$ cat src/rtl/ef_pwm32_capture_pkg.sv
// rtl/ef_pwm32_capture_pkg.sv - shared FSM state type, counter width and saturation constants
package ef_pwm32_capture_pkg;

    localparam int CNT_W = 32;
    localparam logic [CNT_W-1:0] CNT_SAT = 32'hFFFF_FFFF;
    localparam logic [CNT_W-1:0] CNT_ONE = 32'd1;

    typedef enum logic [1:0] {
        ST_IDLE = 2'd0,
        ST_ARM  = 2'd1,
        ST_HIGH = 2'd2,
        ST_LOW  = 2'd3
    } state_e;

    function automatic logic [CNT_W-1:0] sat_inc(input logic [CNT_W-1:0] v);
        return (v == CNT_SAT) ? v : v + CNT_ONE;
    endfunction

endpackage

$ cat src/rtl/ef_pwm32_capture_edge.sv
// rtl/ef_pwm32_capture_edge.sv - pwm input synchronizer, optional glitch filter (EF_PWM32_CAPTURE_GLITCH_FILTER_EN) and edge detector
module ef_pwm32_capture_edge (
    input  logic clk,
    input  logic rst_n,
    input  logic pwm_i,
    input  logic inv_i,
    output logic rise_o,
    output logic fall_o
);

    logic sync1_q;
    logic sync2_q;
    logic level_q;
    logic level_d;
    logic rise_q;
    logic fall_q;

    always_ff @(posedge clk or negedge rst_n) begin
        if (!rst_n) begin
            sync1_q <= 1'b0;
            sync2_q <= 1'b0;
        end else begin
            sync1_q <= pwm_i ^ inv_i;
            sync2_q <= sync1_q;
        end
    end

`ifdef EF_PWM32_CAPTURE_GLITCH_FILTER_EN
    logic hist1_q;
    logic hist2_q;

    always_ff @(posedge clk or negedge rst_n) begin
        if (!rst_n) begin
            hist1_q <= 1'b0;
            hist2_q <= 1'b0;
        end else begin
            hist1_q <= sync2_q;
            hist2_q <= hist1_q;
        end
    end

    // The filtered level only moves once three consecutive samples agree.
    always_comb begin
        level_d = level_q;
        if ((sync2_q == hist1_q) && (hist1_q == hist2_q)) begin
            level_d = sync2_q;
        end
    end
`else
    assign level_d = sync2_q;
`endif

    always_ff @(posedge clk or negedge rst_n) begin
        if (!rst_n) begin
            level_q <= 1'b0;
            rise_q  <= 1'b0;
            fall_q  <= 1'b0;
        end else begin
            level_q <= level_d;
            rise_q  <= level_d & ~level_q;
            fall_q  <= ~level_d & level_q;
        end
    end

    assign rise_o = rise_q;
    assign fall_o = fall_q;

endmodule

$ cat src/rtl/ef_pwm32_capture.sv
// rtl/ef_pwm32_capture.sv - PWM period/high-time capture; optional input glitch filter via EF_PWM32_CAPTURE_GLITCH_FILTER_EN
module ef_pwm32_capture
    import ef_pwm32_capture_pkg::*;
(
    input  logic             clk,
    input  logic             rst_n,
    input  logic             pwm_in,
    input  logic             en,
    input  logic             inv,
    input  logic [3:0]       clkdiv,
    output logic [CNT_W-1:0] period,
    output logic [CNT_W-1:0] high_time,
    output logic             valid,
    output logic             ovf,
    output logic             busy
);

    state_e           state_q, state_d;
    logic [CNT_W-1:0] cnt_q, cnt_d;
    logic [CNT_W-1:0] hi_q, hi_d;
    logic [CNT_W-1:0] period_q, period_d;
    logic [CNT_W-1:0] high_q, high_d;
    logic [3:0]       presc_q, presc_d;
    logic [3:0]       div_q, div_d;
    logic             valid_q, valid_d;
    logic             ovf_q, ovf_d;
    logic             sat_q, sat_d;
    logic             rise;
    logic             fall;
    logic             counting;
    logic             tick;
    logic [CNT_W-1:0] cnt_inc;

    ef_pwm32_capture_edge u_edge (
        .clk    (clk),
        .rst_n  (rst_n),
        .pwm_i  (pwm_in),
        .inv_i  (inv),
        .rise_o (rise),
        .fall_o (fall)
    );

    assign counting = (state_q == ST_HIGH) || (state_q == ST_LOW);
    assign tick     = counting && (presc_q == div_q);
    assign cnt_inc  = sat_inc(cnt_q);

    always_comb begin
        state_d  = state_q;
        cnt_d    = cnt_q;
        hi_d     = hi_q;
        period_d = period_q;
        high_d   = high_q;
        presc_d  = presc_q;
        div_d    = div_q;
        valid_d  = 1'b0;
        ovf_d    = ovf_q;
        sat_d    = sat_q;

        if (!en) begin
            state_d = ST_IDLE;
        end else begin
            // A new divider is only picked up at a prescaler wrap so a tick never gets lost.
            if (counting) begin
                presc_d = tick ? 4'd0 : presc_q + 4'd1;
                if (tick) begin
                    div_d = clkdiv;
                    cnt_d = cnt_inc;
                    if (cnt_inc == CNT_SAT) begin
                        ovf_d = 1'b1;
                        sat_d = 1'b1;
                    end
                end
            end else begin
                div_d = clkdiv;
            end

            case (state_q)
                ST_IDLE: state_d = ST_ARM;
                ST_ARM: begin
                    if (rise) begin
                        state_d = ST_HIGH;
                        cnt_d   = CNT_ONE;
                        presc_d = 4'd0;
                        sat_d   = 1'b0;
                    end
                end
                ST_HIGH: begin
                    if (rise) begin
                        cnt_d   = CNT_ONE;
                        presc_d = 4'd0;
                        sat_d   = 1'b0;
                    end else if (fall) begin
                        hi_d    = cnt_q;
                        state_d = ST_LOW;
                    end
                end
                ST_LOW: begin
                    if (rise) begin
                        period_d = cnt_q;
                        high_d   = hi_q;
                        valid_d  = 1'b1;
                        ovf_d    = sat_q;
                        cnt_d    = CNT_ONE;
                        presc_d  = 4'd0;
                        sat_d    = 1'b0;
                        state_d  = ST_HIGH;
                    end
                end
                default: state_d = ST_IDLE;
            endcase
        end
    end

    always_ff @(posedge clk or negedge rst_n) begin
        if (!rst_n) begin
            state_q  <= ST_IDLE;
            cnt_q    <= '0;
            hi_q     <= '0;
            period_q <= '0;
            high_q   <= '0;
            presc_q  <= 4'd0;
            div_q    <= 4'd0;
            valid_q  <= 1'b0;
            ovf_q    <= 1'b0;
            sat_q    <= 1'b0;
        end else begin
            state_q  <= state_d;
            cnt_q    <= cnt_d;
            hi_q     <= hi_d;
            period_q <= period_d;
            high_q   <= high_d;
            presc_q  <= presc_d;
            div_q    <= div_d;
            valid_q  <= valid_d;
            ovf_q    <= ovf_d;
            sat_q    <= sat_d;
        end
    end

    assign period    = period_q;
    assign high_time = high_q;
    assign valid     = valid_q;
    assign ovf       = ovf_q;
    assign busy      = (state_q != ST_IDLE);

endmodule

$ cat config.mk
export PLATFORM = sky130hd
export DESIGN_NAME = ef_pwm32_capture
export DESIGN_NICKNAME = d
export VERILOG_FILES = /design/src/rtl/ef_pwm32_capture_pkg.sv /design/src/rtl/ef_pwm32_capture_edge.sv /design/src/rtl/ef_pwm32_capture.sv
export SDC_FILE = /design/constraint.sdc
export NUM_CORES = 1
export LEC_CHECK = 0
export BUFFER_PORTS_ARGS = -buffer_cell sky130_fd_sc_hd__buf_2
export CAP_MARGIN = 0
export CORE_ASPECT_RATIO = 0.9
export CORE_MARGIN = 2
export CORE_UTILIZATION = 50
export DETAILED_ROUTE_END_ITERATION = 8
export PLACE_DENSITY = 0.7
export SKIP_CTS_REPAIR_TIMING = 1
export SYNTH_ARGS = -nofsm -noshare
export SYNTH_HDL_FRONTEND = slang
export SYNTH_SLANG_ARGS = --single-unit
$ cat constraint.sdc
create_clock -name clk -period 3.1 [get_ports clk]
set_input_delay 0.62 -clock clk [delete_from_list [all_inputs] [get_ports clk]]
set_output_delay 0.62 -clock clk [all_outputs]
set_load 0.03 [all_outputs]
==> metrics.txt <==
MaxCap Viol Count 0; most common cell in the netlist nand2_1; Final Setup Violations 0; Die Y-Extent 113 um; mapped cell area 6650 um^2; Hold Crit Class primary input to asynchronous set/reset pin; Reg2Reg Depth 8; Design Area, Final 7710 um^2; routed vias a little over 5000; H-tree depth 4; register area share after synthesis 55.0%; Distinct cells, synth 59; Max IR drop VDD 364 uV; Synth Flop Type dfrtp_1; antenna violations before repair 0; #FFs+latches synth between 100 and 150; syn_nets 700; clk sink count 146; PortBufs 75; top cells by area in the synthesized netlist dfrtp_1, nand2_1, mux2_2; Yosys top cell by area dfrtp_1; PwrDens 564 nW/um^2; CTS max path bufs 2; pin count of the biggest net entering global routing 64; IO Pins 76; Ys Warns 0; status completed; vias in the first global route 5024; first-pass GRT wire length 25800 um; minimum clock period just under 3 ns; vias per std cell 5.50; Critical Path RT 3.44 ns; Clock transition at path regs 0.06 ns; Peak Freq 0.344 GHz; Area after DPL slightly above 7000 um^2; worst-path fanout max 12; Area Overhead vs Synth 16.0%; synth cell count leaders nand2_1, dfrtp_1, mux2_2; Num CTS Buffers 17; drt total wl 15600 um; Residual DRC 0; GPL Wtd Cong 0.893; Crit Path Category register to register; Cells after Synth 689; Hold WS 0.140 ns; crit share post-route 93.7%; core area 12800 um^2; P_leak 3.98 nW; Max transition margin 57.6%; Final TNS setup 0 ns; # rows 39; GR Util All Layers 22.9%; starting density of the core 51.8%; post-route ant nets 0; first-pass iteration count of the detailed router 4; pin slew with the least headroom to its limit around 0.64 ns; starting DRC count in detailed routing 412; WL/cell approximately 17 um; CTS tree done; Synth Area per Inst 9.65 um^2; max-slew violation count 0; crit end category register; ANT cells 0; Post-synth EDFFs 0; Yosys top cell area share 55.0%; layout cells sized above 1 between 20% and 30%; clk_lat worst skew 0.42 ns; clk root buf clkbuf_16; placed cells 901; full die area ~14000 um^2; grt ovf 0; Die Width 126 um; Fin Clk Skew 0.00591 ns; Startpoint Class register; final hold violations 0; crit path DAT 3.25 ns; dpl hpwl 10500 um; RSZ-0062 raised after global routing no; Final nets ~770; Post-synth ARST share 100%; Non-Filler Instances 933
[kinds of logic (layout without fill, tap and decap cells)]
| logic type | after synthesis | count (layout) | synth area share (%) |
|---|---|---|---|
| AOI/OAI and AO/OA | 67 | 67 | 6.53 |
| xor gates and xnor gates | 24 | 24 | 3.16 |
| DFF | 146 | 146 | 55.0 |
| adders and majority gates | 2 | 2 | 0.376 |
| buffers and inverters | 56 | 136 | 4.93 |
| muxes | 40 | 40 | 6.72 |
| and+or+nand+nor | 354 | 354 | 23.3 |
[path summary, 6_finish.rpt]
| check | from | end | slack (ns) |
|---|---|---|---|
| worst max-delay path | cnt_q[2]$_DFFE_PN0P_ | ovf$_DFFE_PN0P_ | 0.19 |
| worst min-delay path | rst_n | high_time[26]$_DFFE_PN0P_ | 0.14 |
| worst max register to register | cnt_q[2]$_DFFE_PN0P_ | ovf$_DFFE_PN0P_ | 0.19 |
| worst min register to register | u_edge.sync1_q$_DFF_PN0_ | u_edge.level_d$_DFF_PN0_ | 0.37 |
| max in group asynchronous | rst_n | period[16]$_DFFE_PN0P_ | 2.13 |
| min in group clk | u_edge.sync1_q$_DFF_PN0_ | u_edge.level_d$_DFF_PN0_ | 0.37 |
[report_power, final]
group          leakage [nW]  total, W  switching (W)  internal, W
sequential             2.00   0.00205      0.0000721      0.00197
combinational          1.70  0.000303       0.000194     0.000109
clock                 0.282   0.00200       0.000760      0.00124
[placed cells by master (no fill, tap or decap), drive strengths merged, types with 3 or more instances in the layout]
cell type and count:
or3 4, a21oi 12, clkinv 5, clkbuf 22
inv 8, nor2 34, a31oi 7, clkinvlp 3
nand2 232, mux2 37, nor3 13, xor2 18
and4 5, nor2b 3, o41ai 3, xnor2 6
and3 6, mux2i 3, nor4 8, dfrtp 146
a22o 3, o21ai 22, and2 3, nand3 20
buf 96, nand4 19
[per-stage QoR]
stage               power (W)  worst slack [ns]  util, %
detailed placement    0.00238             0.227     55.5
CTS                   0.00439             0.211     60.0
global route          0.00451            0.0405     60.1
global placement      0.00235             0.329     55.5
floorplan             0.00226             0.592        -
finish                0.00435             0.194     60.1
[state kept, by name, summed over array words and instances, names as in the netlist]
| name | count |
|---|---|
| period | 32 |
| sat_q | 1 |
| high_time | 32 |
| u_edge.rise_o | 1 |
| hi_q | 32 |
| cnt_q | 32 |
| u_edge.fall_o | 1 |
| ovf | 1 |
| div_q | 4 |
| u_edge.sync1_q | 1 |
| valid | 1 |
| u_edge.level_q | 1 |
| state_q | 2 |
| presc_q | 4 |
| u_edge.level_d | 1 |
[per-layer routing]
layer / wire length [um] / GRT usage, % / up-vias / part of all wire (%)
li1: - / - / 2462 / -
met1: 7440 / 31.9 / 2534 / 48
met2: 7230 / 35.8 / 125 / 46
met3: 734 / 5.96 / 15 / 4.7
met4: 193 / 6.59 / 0 / 1.2
met5: 0 / 0 / - / 0
[worst max-delay path, cell delays in order, from the launching register on]
cell and delay, ns:
dfrtp_1 0.57, and3_4 0.27, a41oi_1 0.12, or4_1 0.52, or4_1 0.49, a2111o_1 0.37
nor4_2 0.14, nand4b_1 0.16, a31oi_1 0.19
[area by class of cell]
class	count	area, um^2
Clock buffer	22	474
Clock inverter	10	108
Fill cell	1124	5120
Inverter	8	30.0
Multi-Input combinational cell	487	2670
Sequential cell	146	3650
Tap cell	164	205
Timing Repair Buffer	96	564
No activity file was read; power rests on OpenSTA's default activity.
